`config.mk`:
```
export PLATFORM = sky130hd
export DESIGN_NAME = dm_boot_loader
export DESIGN_NICKNAME = d
export VERILOG_FILES = /design/src/rtl/dm_boot_loader_pkg.sv /design/src/rtl/dm_boot_loader_port_mux.sv /design/src/rtl/dm_boot_loader.sv
export SDC_FILE = /design/constraint.sdc
export NUM_CORES = 1
export LEC_CHECK = 0
export CELL_PAD_IN_SITES_DETAIL_PLACEMENT = 2
export CELL_PAD_IN_SITES_GLOBAL_PLACEMENT = 2
export CORE_ASPECT_RATIO = 0.5
export CORE_MARGIN = 2
export CORE_UTILIZATION = 25
export CTS_CLUSTER_DIAMETER = 60
export DETAILED_ROUTE_END_ITERATION = 16
export DONT_BUFFER_PORTS = 1
export PLACE_DENSITY = 0.61
export SLEW_MARGIN = 15
export SYNTH_ARGS = -nofsm -noshare
export SYNTH_HDL_FRONTEND = slang
export SYNTH_HIERARCHICAL = 1
export SYNTH_SLANG_ARGS = --single-unit
```
`constraint.sdc`:
```
create_clock -name clk -period 4.1 [get_ports clk]
set_clock_uncertainty 0.15 [all_clocks]
set_input_delay 0.615 -clock clk [delete_from_list [all_inputs] [get_ports clk]]
set_output_delay 0.615 -clock clk [all_outputs]
set_load 0.02 [all_outputs]
```
`src/rtl/dm_boot_loader_pkg.sv`:
```
// Shared definitions for the data-memory boot loader: size defaults, memory access-type codes, FSM states.
// The BOOT_VERIFY state exists only when DM_BOOT_READBACK_EN is defined.
package dm_boot_loader_pkg;

    localparam int MEM_BYTES_DEF = 512;
    localparam int AW_DEF        = 9;
    localparam int LEN_W_DEF     = 16;

    // Access-type codes shared with the data memory (ctrl_encode_def.v values).
    localparam logic [2:0] DM_WORD          = 3'b000;
    localparam logic [2:0] DM_BYTE          = 3'b011;
    localparam logic [2:0] DM_BYTE_UNSIGNED = 3'b100;

    typedef enum logic [2:0] {
        BOOT_IDLE,
        BOOT_LEN0,
        BOOT_LEN1,
        BOOT_DATA,
        BOOT_CSUM,
`ifdef DM_BOOT_READBACK_EN
        BOOT_VERIFY,
`endif
        BOOT_DONE,
        BOOT_ERR
    } boot_state_e;

endpackage

```
`src/rtl/dm_boot_loader_port_mux.sv`:
```
// Combinational ownership switch for the data-memory port: CPU when released, loader otherwise.
module dm_port_mux #(
    parameter int AW = 9
) (
    input  logic          i_sel_cpu,
    input  logic          i_cpu_we,
    input  logic [AW-1:0] i_cpu_addr,
    input  logic [31:0]   i_cpu_din,
    input  logic [2:0]    i_cpu_type,
    input  logic          i_ld_we,
    input  logic [AW-1:0] i_ld_addr,
    input  logic [31:0]   i_ld_din,
    input  logic [2:0]    i_ld_type,
    output logic          o_dm_we,
    output logic [AW-1:0] o_dm_addr,
    output logic [31:0]   o_dm_din,
    output logic [2:0]    o_dm_type
);

    // Only the selected source can write, so CPU stores issued while held off are dropped.
    assign o_dm_we   = i_sel_cpu ? i_cpu_we   : i_ld_we;
    assign o_dm_addr = i_sel_cpu ? i_cpu_addr : i_ld_addr;
    assign o_dm_din  = i_sel_cpu ? i_cpu_din  : i_ld_din;
    assign o_dm_type = i_sel_cpu ? i_cpu_type : i_ld_type;

endmodule

```
`src/rtl/dm_boot_loader.sv`:
```
// Boot loader: receives a length/payload/checksum byte frame, writes the payload into data memory,
// then releases the memory port to the CPU. Define DM_BOOT_READBACK_EN to add a read-back verify pass.
module dm_boot_loader
    import dm_boot_loader_pkg::*;
#(
    parameter int MEM_BYTES = MEM_BYTES_DEF,
    parameter int AW        = AW_DEF,
    parameter int LEN_W     = LEN_W_DEF
) (
    input  logic          clk,
    input  logic          rstn,
    input  logic          start,
    input  logic          in_valid,
    input  logic [7:0]    in_data,
    output logic          in_ready,
    input  logic          cpu_DMWr,
    input  logic [AW-1:0] cpu_addr,
    input  logic [31:0]   cpu_din,
    input  logic [2:0]    cpu_DMType,
    output logic          dm_DMWr,
    output logic [AW-1:0] dm_addr,
    output logic [31:0]   dm_din,
    output logic [2:0]    dm_DMType,
    input  logic [31:0]   dm_dout,
    output logic          cpu_run,
    output logic          busy,
    output logic          done,
    output logic          err
);

    boot_state_e      r_state;
    boot_state_e      w_state_nxt;
    logic [LEN_W-1:0] r_len;
    logic [LEN_W-1:0] r_cnt;
    logic [7:0]       r_sum;
    logic             r_wr_en;
    logic [AW-1:0]    r_wr_addr;
    logic [7:0]       r_wr_data;

    logic [LEN_W-1:0] w_len_hdr;
    logic             w_cnt_last;
    logic             w_verify;
    logic [AW-1:0]    w_ld_addr;
    logic [2:0]       w_ld_type;

    assign w_len_hdr  = {in_data, r_len[7:0]};
    assign w_cnt_last = (r_cnt == r_len - LEN_W'(1));

`ifdef DM_BOOT_READBACK_EN
    logic [7:0] r_vsum;
    logic [7:0] w_vsum_fin;
    logic       w_unused_dout_hi;

    assign w_vsum_fin       = r_vsum + dm_dout[7:0];
    assign w_unused_dout_hi = ^dm_dout[31:8];
    assign w_verify         = (r_state == BOOT_VERIFY);
`else
    logic w_unused_dout;

    assign w_unused_dout = ^dm_dout;
    assign w_verify      = 1'b0;
`endif

    // NOTE: state registers use non-blocking assignments so every flop samples pre-edge values.
    always_ff @(posedge clk) begin
        if (!rstn) r_state <= BOOT_IDLE;
        else       r_state <= w_state_nxt;
    end

    // NOTE: every output of this block gets a default first, so no path can infer a latch.
    always_comb begin
        w_state_nxt = r_state;
        in_ready    = 1'b0;
        busy        = 1'b0;
        done        = 1'b0;
        err         = 1'b0;
        cpu_run     = 1'b0;
        case (r_state)
            BOOT_IDLE: if (start) w_state_nxt = BOOT_LEN0;
            BOOT_LEN0: begin
                in_ready = 1'b1;
                busy     = 1'b1;
                if (in_valid) w_state_nxt = BOOT_LEN1;
            end
            BOOT_LEN1: begin
                in_ready = 1'b1;
                busy     = 1'b1;
                if (in_valid) begin
                    if (w_len_hdr > LEN_W'(MEM_BYTES)) w_state_nxt = BOOT_ERR;
                    else if (w_len_hdr == '0)         w_state_nxt = BOOT_CSUM;
                    else                               w_state_nxt = BOOT_DATA;
                end
            end
            BOOT_DATA: begin
                in_ready = 1'b1;
                busy     = 1'b1;
                if (in_valid && w_cnt_last) w_state_nxt = BOOT_CSUM;
            end
            BOOT_CSUM: begin
                in_ready = 1'b1;
                busy     = 1'b1;
                if (in_valid) begin
                    if (in_data != r_sum)   w_state_nxt = BOOT_ERR;
`ifdef DM_BOOT_READBACK_EN
                    else if (r_len != '0)   w_state_nxt = BOOT_VERIFY;
`endif
                    else                    w_state_nxt = BOOT_DONE;
                end
            end
`ifdef DM_BOOT_READBACK_EN
            BOOT_VERIFY: begin
                busy = 1'b1;
                if (w_cnt_last) w_state_nxt = (w_vsum_fin == r_sum) ? BOOT_DONE : BOOT_ERR;
            end
`endif
            BOOT_DONE: begin
                done    = 1'b1;
                cpu_run = 1'b1;
                if (start) w_state_nxt = BOOT_LEN0;
            end
            BOOT_ERR: begin
                err = 1'b1;
                if (start) w_state_nxt = BOOT_LEN0;
            end
            default: w_state_nxt = BOOT_IDLE;
        endcase
    end

    // A byte accepted in DATA is presented to memory on the following cycle.
    always_ff @(posedge clk) begin
        if (!rstn) begin
            r_len     <= '0;
            r_cnt     <= '0;
            r_sum     <= '0;
            r_wr_en   <= 1'b0;
            r_wr_addr <= '0;
            r_wr_data <= '0;
`ifdef DM_BOOT_READBACK_EN
            r_vsum    <= '0;
`endif
        end else begin
            r_wr_en <= 1'b0;
            case (r_state)
                BOOT_IDLE, BOOT_DONE, BOOT_ERR: begin
                    if (start) begin
                        r_cnt <= '0;
                        r_sum <= '0;
                    end
                end
                BOOT_LEN0: if (in_valid) r_len[7:0] <= in_data;
                BOOT_LEN1: if (in_valid) r_len[LEN_W-1:8] <= in_data;
                BOOT_DATA: begin
                    if (in_valid) begin
                        r_wr_en   <= 1'b1;
                        r_wr_addr <= r_cnt[AW-1:0];
                        r_wr_data <= in_data;
                        r_sum     <= r_sum + in_data;
                        r_cnt     <= r_cnt + LEN_W'(1);
                    end
                end
`ifdef DM_BOOT_READBACK_EN
                BOOT_CSUM: begin
                    r_cnt  <= '0;
                    r_vsum <= '0;
                end
                BOOT_VERIFY: begin
                    r_vsum <= w_vsum_fin;
                    r_cnt  <= r_cnt + LEN_W'(1);
                end
`endif
                default: ;
            endcase
        end
    end

    assign w_ld_addr = w_verify ? r_cnt[AW-1:0] : r_wr_addr;
    assign w_ld_type = w_verify ? DM_BYTE_UNSIGNED : DM_BYTE;

    dm_port_mux #(.AW(AW)) u_port_mux (
        .i_sel_cpu  (cpu_run),
        .i_cpu_we   (cpu_DMWr),
        .i_cpu_addr (cpu_addr),
        .i_cpu_din  (cpu_din),
        .i_cpu_type (cpu_DMType),
        .i_ld_we    (r_wr_en),
        .i_ld_addr  (w_ld_addr),
        .i_ld_din   ({24'b0, r_wr_data}),
        .i_ld_type  (w_ld_type),
        .o_dm_we    (dm_DMWr),
        .o_dm_addr  (dm_addr),
        .o_dm_din   (dm_din),
        .o_dm_type  (dm_DMType)
    );

endmodule

```
==> impl_metrics.py, run 1 <==
metrics = {
    "clock_tree": {
        "numCtsBuffers": 9,
        "clk_pin_slew_ns": 0.05,
        "insertion_delay_ns": 0.33,
        "cts_resized": 0,
        "htreeDepth": 3,
        "cts-root-buf": "clkbuf_16",
        "cts_buffer_depth": 2,
        "cts.sinks": 61,
        "post_cts_buffers": 0,
        "ctsHoldBuffers": 0,
        "cts_tree": "built",
    },
    "sta": {
        "worst_pin_slew_ns": 0.9410,
        "hold_slack_ns": 0.2776,
        "fmax_mhz": 285.0,
        "finalSetupViolations": 0,
        "worst_slack_ns": 0.5913,
        "hold_violations": 0,
        "rsz0062_at_grt": "no",
        "finalMaxSlewViolations": 0,
        "maxSlewHeadroom": 0.3726,
        "tns_ns": 0,
        "period_needed_ns": 3.509,
        "min_period_over_period": 0.8558,
    },
    "detailed_routing": {
        "drtIter0Drc": 84,
        "remaining_drc_errors": 0,
        "ant_nets": 0,
        "via_count": 3423,
        "wl_per_cell_um": 17.19,
        "drt-vias-per-instance": 4.715,
        "wirelength_um": 12480,
        "firstDrtPassIters": 4,
    },
    "placement": {
        "place_hpwl_um": 9120,
        "gp_congestion": 0.7245,
        "place_ws_ns": 0.9359,
        "io_buffers": 0,
    },
    "floorplan": {
        "core_area_um2": 16310,
        "start_util": 0.2549,
        "row_count": 33,
        "die_y_um": 95.19,
        "chipWidth_um": 186.4,
        "pin_count": 139,
        "die_area_um2": 17740,
    },
    "logic_synthesis": {
        "synth_area_leaders": "dfxtp_1 (29%), mux2_4 (14%), xnor2_1 (6.5%)",
        "synthDominantCellAreaShare": 0.2937,
        "netlist_area_um2": 4158,
        "ys.flop_type": "dfxtp_1",
        "synth_top_family_by_area": "simple AND/OR/NAND/NOR gates",
        "synth_cells": 487,
        "async_flop_share": 0,
        "yosys_warnings": 6,
        "synth_fa_ha_area_frac": 0.03491,
        "yosys.area_share.simple": 0.2200,
        "ys_ff_latch": 61,
        "synthXorXnorAreaFrac": 0.09058,
        "synthMuxAreaShare": 0.1748,
        "synth_edf_count": 0,
        "synth_top_area_cell": "dfxtp_1",
        "ys_seq_area_frac": 0.2937,
        "syn_area_per_cell_um2": 8.537,
        "ys_types": 56,
        "synth_compound_area_frac": 0.1210,
    },
    "status": {
        "status": "finished, final reports clean",
    },
    "global_routing": {
        "overflow": 0,
        "grt_use_total": 0.1422,
        "grt_start_max_net_pins": 48,
        "grt_pass1_wl_um": 19600,
        "antenna_found_initial": 0,
        "first_global_vias": 3497,
    },
    "critical_path": {
        "path_class": "reg -> out",
        "crit_arrival_ns": 2.74,
        "crit_fanout": 47,
        "critPathLaunchType": "register",
        "cp.required_ns": 3.34,
        "cp-end-kind": "output pin",
    },
    "layout": {
        "register_area_um2": 1221,
        "final_layout_size_suffix_gt1_frac": 0.1423,
        "multi_input_area_um2": 2770,
        "area_growth_pct": 12.67,
        "antenna_cells": 0,
        "fillers": 1877,
        "fin_util": 0.2872,
        "nets": 594,
    },
    "min_path": {
        "holdCritPathClass": "in -> reg",
    },
    "pwr": {
        "power_leakage_nw": 1.742,
        "powerDensity_nw_per_um2": 492.6,
        "vdd_drop_max_v": 0.0002285,
    },
    "flow_run": {
        "maxCapViolCount": 0,
    },
}
## final timing paths
kind              depth (start not counted)                         to  slack [ns]                 startpoint
setup / recovery                          3                 dm_addr[8]        0.59    r_state[0]$_SDFFE_PN0P_
hold / removal                            2  r_wr_data[4]$_SDFFE_PN0P_        0.28                 in_data[4]
hold reg to reg                           2  r_wr_addr[2]$_SDFFE_PN0P_        0.31  r_wr_addr[2]$_SDFFE_PN0P_
setup reg to reg                          9    r_state[2]$_SDFFE_PN0P_        0.96      r_len[0]$_SDFFE_PN0P_
## layout by cell type, fill, tap and decap left out, drive strengths merged, types with 3 or more instances in the layout
cell	count
nor2	45
nand4	7
nand3	13
o21ai	7
and3	7
buf	6
conb	27
nand2b	6
a21o	3
xnor2	31
or4	4
mux2i	7
nand2	67
nor3	14
nor3b	3
nor4	9
mux2	45
nor2b	4
ha	10
a22oi	4
inv	10
clkbuf	12
a31oi	4
a21oi	45
xor2	12
or3	5
dfxtp	61
## power by group
part | internal, W | switching, W | total, W
clock | 0.000563 | 0.000275 | 0.000839
combinational | 0.000312 | 0.000440 | 0.000752
sequential | 0.000629 | 0.0000880 | 0.000717
total | 0.00150 | 0.000803 | 0.00231
## state kept, by name, indices dropped and copies added, names as in the netlist
name       count
r_state        3
r_cnt         16
r_len         16
r_wr_data      8
r_wr_addr      9
r_sum          8
r_wr_en        1
## cells by family (layout without fill, tap and decap cells)
group           Yosys count  in the layout
fa+ha+maj                11             11
other cells               2             27
flops                    61             61
compound gates           81             81
buf+inv                  45             32
xor+xnor                 43             43
mux                      52             52
simple gates            192            192
## synthesized netlist by cell type, drive strengths merged, types with 2 or more instances
cell,number
dfxtp,61
or3,5
a22o,2
nand2b,6
o21ai,7
nand4,7
buf,13
nor2b,4
nor2,45
nor3,14
o21bai,2
xor2,12
a21o,3
a21oi,45
nor3b,3
mux2,45
and3,7
nor4,9
ha,10
a31oi,4
clkbuf,22
mux2i,7
conb,2
or4,4
xnor2,31
nand2,67
nor4b,2
inv,10
o211ai,2
a22oi,4
a2111o,2
nand3,13
nand3b,2
## layer usage
| layer | share of wire | vias to the layer above | global-route usage |
|---|---|---|---|
| li1 | - | 1681 | - |
| met3 | 0.031 | 7 | 0.03128 |
| met5 | 0 | - | 0 |
| met1 | 0.47 | 1675 | 0.1738 |
| met2 | 0.49 | 60 | 0.2609 |
| met4 | 0.0067 | 0 | 0.02800 |
## cell type report
type | count | share of cell area
Clock inverter | 4 | 0.01496
Sequential cell | 61 | 0.2607
Clock buffer | 12 | 0.05475
Multi-Input combinational cell | 406 | 0.5913
Tap cell | 227 | 0.06063
Inverter | 10 | 0.008013
Timing Repair Buffer | 6 | 0.009615
## metrics by stage
step           total power [W]  instance area, um2  std cells
2_1_floorplan         0.001368                4252        512
3_3_place_gp          0.001468                4358        710
3_5_place_dp          0.001484                4358        710
4_1_cts               0.002345                4684        726
5_1_grt               0.002454                4684        726
6_report              0.002307                4684        726
## worst max-delay path, cell delays in order (launching register included)
cell and delay [ns]:
dfxtp_1 0.77, nor2b_1 0.31, and2_4 0.79, mux2_2 0.48
No activity file was read; power rests on OpenSTA's default activity.
==> run 2: changes to the inputs <==
--- a/config.mk
+++ b/config.mk
@@ -13,6 +13,7 @@
 export CTS_CLUSTER_DIAMETER = 60
 export DETAILED_ROUTE_END_ITERATION = 16
 export DONT_BUFFER_PORTS = 1
+export MAX_ROUTING_LAYER = met4
 export PLACE_DENSITY = 0.61
 export SLEW_MARGIN = 15
 export SYNTH_ARGS = -nofsm -noshare
==> run 2 against run 1 <==
Count of clock-buffer cells in the layout unchanged. Die area stayed put. Total power rose by 0.19%. Worst setup slack lost 0.0073 ns. Critical path depth unchanged. Global-route usage is 0.43 points higher. Final cell count unchanged. Sequential share of layout area stayed put.
==> impl_metrics.py, run 2 (synthesis results as in run 1) <==
metrics = {
    "status": {
        "status": "finished, final reports clean",
    },
    "critical_path": {
        "cpPeakStageDelay_ns": 0.79,
        "reg2regPathDepth": 9,
        "crit_fanout": 47,
        "critPathTopFamily": "simple AND/OR/NAND/NOR gates",
        "worstSetupPathDepth": 3,
        "cp-end-kind": "output pin",
        "critical_path.startpoint": "r_state[0]$_SDFFE_PN0P_",
        "crit_arrival_ns": 2.75,
        "worst-r2r-setup-slack_ns": 0.95,
        "crit_chain": "nor2b_1 -> and2_4 -> mux2_2",
        "worst_path_max_delay_cell": "and2_4",
        "worstReg2RegEnd": "r_state[2]$_SDFFE_PN0P_",
        "cp.buffers_inverters": 0,
        "cp.required_ns": 3.34,
        "path_class": "reg -> out",
        "r2r_start": "r_len[0]$_SDFFE_PN0P_",
        "critPathLaunchType": "register",
        "setup.worst_path.end": "dm_addr[8]",
    },
    "placement": {
        "gp_congestion": 0.7331,
        "place_hpwl_um": 9120,
        "io_buffers": 0,
    },
    "pwr": {
        "vdd_drop_max_v": 0.0002298,
        "finalPower_w": 0.002312,
        "powerDensity_nw_per_um2": 493.5,
        "power_leakage_nw": 1.742,
    },
    "sta": {
        "period_needed_ns": 3.516,
        "maxSlewHeadroom": 0.3705,
        "hold_violations": 0,
        "finalSetupViolations": 0,
        "min_period_over_period": 0.8576,
        "fmax_mhz": 284.4,
        "tns_ns": 0,
        "finalMaxSlewViolations": 0,
        "rsz0062_at_grt": "no",
        "worst_pin_slew_ns": 0.9443,
    },
    "layout": {
        "final_layout_size_suffix_gt1_frac": 0.1423,
        "nets": 594,
        "antenna_cells": 0,
        "final_cell_mix": "nand2_1 (67), dfxtp_1 (61), nor2_1 (45), a21oi_1 (45), mux2_4 (40)",
        "reg_top3": "r_cnt x16, r_len x16, r_wr_addr x9",
        "layout_commonest_cell": "nand2_1",
        "fillers": 1877,
        "area_growth_pct": 12.67,
    },
    "clock_tree": {
        "cts_tree": "built",
        "numCtsBuffers": 9,
        "cts.sinks": 61,
        "cts_buffer_depth": 2,
        "cts_resized": 0,
        "insertion_delay_ns": 0.33,
        "post_cts_buffers": 0,
        "htreeDepth": 3,
        "cts-root-buf": "clkbuf_16",
        "clk_pin_slew_ns": 0.05,
        "ctsHoldBuffers": 0,
    },
    "floorplan": {
        "row_count": 33,
        "pin_count": 139,
        "die_y_um": 95.19,
        "core_area_um2": 16310,
        "chipWidth_um": 186.4,
        "start_util": 0.2549,
        "die_area_um2": 17740,
    },
    "detailed_routing": {
        "wl_per_cell_um": 17.21,
        "ant_nets": 0,
        "wirelength_um": 12490,
        "remaining_drc_errors": 0,
        "via_count": 3438,
        "firstDrtPassIters": 4,
        "drtIter0Drc": 94,
        "drt-vias-per-instance": 4.736,
    },
    "global_routing": {
        "antenna_found_initial": 0,
        "grt_start_max_net_pins": 48,
        "busiest_layer": "met2",
        "grt_pass1_wl_um": 19600,
        "use_met3": 0.02981,
        "met2_usage": 0.2609,
        "grt_use_total": 0.1465,
        "first_global_vias": 3506,
        "global_route.usage.met1": 0.1747,
        "overflow": 0,
    },
    "min_path": {
        "holdCritPathClass": "in -> reg",
        "hold_start": "in_data[4]",
    },
    "flow_run": {
        "maxCapViolCount": 0,
    },
}
-- run 2: final cells by class --
cell class | count | area (um2) | share of cell area
flip-flops and latches | 61 | 1221 | 0.2607
clock buffers | 12 | 256.5 | 0.05475
multi-input cells | 406 | 2770 | 0.5913
clock inverters | 4 | 70.07 | 0.01496
repair buffers | 6 | 45.04 | 0.009615
well taps | 227 | 284.0 | 0.06063
inverters | 10 | 37.54 | 0.008013
-- run 2: how the worst min path moves through the flow --
stage                                      to  slack (ns)  cells past startpoint
floorplan           r_wr_addr[8]$_SDFFE_PN0P_        0.28                      2
global placement    r_wr_data[4]$_SDFFE_PN0P_        0.29                      2
detailed placement  r_wr_addr[2]$_SDFFE_PN0P_        0.30                      2
CTS                 r_wr_data[3]$_SDFFE_PN0P_        0.27                      2
global route        r_wr_data[2]$_SDFFE_PN0P_        0.27                      2
finish              r_wr_data[4]$_SDFFE_PN0P_        0.28                      2
-- run 2: power breakdown --
part	switching (W)	total [W]	internal, W	leakage, nW
sequential	0.0000886	0.000717	0.000629	0.492
combinational	0.000440	0.000752	0.000312	1.09
clock	0.000278	0.000842	0.000563	0.163
total	0.000807	0.00231	0.00150	1.74
-- run 2: worst reg2reg max path: stages, from the launching register on --
cell and delay (ns):
dfxtp_1 0.36, inv_1 0.13, ha_1 0.24, or3b_2 0.58, or4_4 0.45, o211ai_2 0.19
o211ai_1 0.11, a22o_1 0.28, or4_1 0.50, nand3_1 0.10
-- run 2: stage by stage --
stage	util	setup WS, ns	hold WS (ns)	cells	instance area, um2
after floorplan	-	1.243	0.2838	512	4252
after global placement	0.2672	0.9619	0.2944	710	4358
after detailed placement	0.2672	0.9359	0.3004	710	4358
after CTS	0.2872	0.5697	0.2658	726	4684
after global routing	0.2872	0.4349	0.2714	726	4684
final	0.2872	0.5840	0.2765	726	4684
-- run 2: routing by layer --
| layer | part of all wire | wire length (um) | vias to the layer above |
|---|---|---|---|
| li1 | - | - | 1685 |
| met1 | 0.47 | 5862 | 1682 |
| met2 | 0.49 | 6153 | 64 |
| met3 | 0.032 | 405 | 7 |
| met4 | 0.0057 | 71 | 0 |
| met5 | 0 | 0 | - |
==> run 3: changes to the inputs <==
--- a/config.mk
+++ b/config.mk
@@ -5,6 +5,7 @@
 export SDC_FILE = /design/constraint.sdc
 export NUM_CORES = 1
 export LEC_CHECK = 0
+export CAP_MARGIN = 10
 export CELL_PAD_IN_SITES_DETAIL_PLACEMENT = 2
 export CELL_PAD_IN_SITES_GLOBAL_PLACEMENT = 2
 export CORE_ASPECT_RATIO = 0.5
@@ -13,6 +14,7 @@
 export CTS_CLUSTER_DIAMETER = 60
 export DETAILED_ROUTE_END_ITERATION = 16
 export DONT_BUFFER_PORTS = 1
+export GPL_TIMING_DRIVEN = 0
 export MAX_ROUTING_LAYER = met4
 export PLACE_DENSITY = 0.61
 export SLEW_MARGIN = 15
==> run 3 against run 2 <==
Flip-flop and latch count unchanged. Count of clock-buffer cells in the layout is 1 higher. First-iteration DRC count is 11% lower. Critical endpoint is now r_state[2]$_SDFFE_PN0P_.
==> impl_metrics.py, run 3 (synthesis results as in run 1) <==
metrics = {
    "floorplan": {
        "row_count": 33,
        "start_util": 0.2549,
        "die_y_um": 95.19,
        "pin_count": 139,
        "chipWidth_um": 186.4,
        "die_area_um2": 17740,
        "core_area_um2": 16310,
    },
    "layout": {
        "antenna_cells": 0,
        "final_layout_size_suffix_gt1_frac": 0.1439,
        "fillers": 1877,
        "register_area_um2": 1221,
        "fin_area_um2": 4902,
        "reg_top3": "r_cnt x16, r_len x16, r_wr_addr x9",
        "area_growth_pct": 17.91,
        "layout_commonest_cell": "nand2_1",
        "nets": 623,
        "final_cell_mix": "nand2_1 (67), dfxtp_1 (61), nor2_1 (45), a21oi_1 (45), mux2_4 (40)",
        "multi_input_area_um2": 2774,
    },
    "critical_path": {
        "crit_fanout": 9,
        "crit_arrival_ns": 3.36,
        "worst-r2r-setup-slack_ns": 0.86,
        "cpPeakStageDelay_ns": 0.53,
        "r2r_start": "r_len[0]$_SDFFE_PN0P_",
        "cp-end-kind": "register",
        "cp.required_ns": 4.22,
        "critPathLaunchType": "register",
        "worst_path_max_delay_cell": "or4_1",
        "path_class": "reg -> reg",
        "critical_path.startpoint": "r_len[0]$_SDFFE_PN0P_",
        "crit_chain": "inv_1 -> ha_1 -> or3b_2 -> clkbuf_1 -> or4_4 -> o211ai_2 -> o211ai_1 -> a22o_1 -> or4_1 -> nand3_1",
    },
    "min_path": {
        "hold_start": "in_data[4]",
        "holdCritPathClass": "in -> reg",
    },
    "sta": {
        "finalMaxSlewViolations": 0,
        "maxSlewHeadroom": 0.3300,
        "tns_ns": 0,
        "hold_violations": 0,
        "worst_pin_slew_ns": 0.9945,
        "min_period_over_period": 0.7909,
        "period_needed_ns": 3.243,
        "finalSetupViolations": 0,
        "fmax_mhz": 308.4,
        "rsz0062_at_grt": "no",
    },
    "clock_tree": {
        "clk_pin_slew_ns": 0.06,
        "htreeDepth": 3,
        "post_cts_buffers": 0,
        "ctsHoldBuffers": 0,
        "cts_resized": 0,
        "cts_tree": "built",
        "cts_buffer_depth": 2,
        "cts-root-buf": "clkbuf_16",
        "insertion_delay_ns": 0.33,
        "numCtsBuffers": 9,
        "cts.sinks": 61,
    },
    "global_routing": {
        "grt_use_total": 0.1602,
        "antenna_found_initial": 0,
        "grt_start_max_net_pins": 11,
        "grt_pass1_wl_um": 21290,
        "first_global_vias": 3740,
        "overflow": 0,
    },
    "detailed_routing": {
        "firstDrtPassIters": 4,
        "drtIter0Drc": 84,
        "drt-vias-per-instance": 4.727,
        "remaining_drc_errors": 0,
        "ant_nets": 0,
        "wirelength_um": 13410,
        "via_count": 3569,
        "wl_per_cell_um": 17.76,
    },
    "status": {
        "status": "finished, final reports clean",
    },
    "pwr": {
        "powerDensity_nw_per_um2": 504.0,
        "vdd_drop_max_v": 0.0001791,
        "power_leakage_nw": 1.827,
    },
    "placement": {
        "postPlaceCellArea_um2": 4536,
        "io_buffers": 0,
        "gp_congestion": 0.7580,
        "place_hpwl_um": 10280,
    },
    "flow_run": {
        "maxCapViolCount": 0,
    },
}
run 3: worst paths after layout:
| kind | end | depth (start not counted) |
|---|---|---|
| worst min register to register | r_wr_addr[3]$_SDFFE_PN0P_ | 2 |
| worst max-delay path | r_state[2]$_SDFFE_PN0P_ | 10 |
| worst min-delay path | r_len[12]$_SDFFE_PN0P_ | 2 |
| worst max register to register | r_state[2]$_SDFFE_PN0P_ | 10 |
run 3: power breakdown:
group	total, W	internal (W)	switching, W
Sequential	0.000667	0.000629	0.0000386
Clock	0.000930	0.000644	0.000285
Combinational	0.000874	0.000345	0.000529
run 3: worst max-delay path: cells and delay by family (launching register included):
| family | cells | cell delay [ns] |
|---|---|---|
| buffers and inverters | 2 | 0.36 |
| AOI/OAI and AO/OA | 3 | 0.54 |
| adders and majority gates | 1 | 0.22 |
| DFF | 1 | 0.35 |
| and+or+nand+nor | 4 | 1.55 |
run 3: through the flow:
| step | instances | total power [W] | hold WS, ns | util | worst slack (ns) |
|---|---|---|---|---|---|
| 3_3_place_gp | 739 | 0.001541 | 0.2974 | 0.2781 | 0.9191 |
| 3_5_place_dp | 739 | 0.001554 | 0.3026 | 0.2781 | 0.8804 |
| 2_1_floorplan | 512 | 0.001368 | 0.2838 | - | 1.243 |
| 5_1_grt | 755 | 0.002619 | 0.2584 | 0.3006 | 0.6822 |
| 6_report | 755 | 0.002470 | 0.2745 | 0.3006 | 0.8574 |
| 4_1_cts | 755 | 0.002506 | 0.2603 | 0.3002 | 0.7979 |
run 3: per-layer routing:
| layer | track usage | up-vias | wire (um) |
|---|---|---|---|
| met5 | - | - | 0 |
| li1 | - | 1751 | - |
| met2 | 0.2708 | 61 | 6435 |
| met3 | 0.03533 | 4 | 409 |
| met1 | 0.1999 | 1753 | 6510 |
| met4 | 0.03000 | 0 | 55 |
run 3: layout make-up:
type / count / share of cell area
Clock buffer: 13 / 0.05513
Sequential cell: 61 / 0.2491
Clock inverter: 3 / 0.01838
Inverter: 10 / 0.007657
Multi-Input combinational cell: 406 / 0.5659
Tap cell: 227 / 0.05794
Buffer: 35 / 0.04594
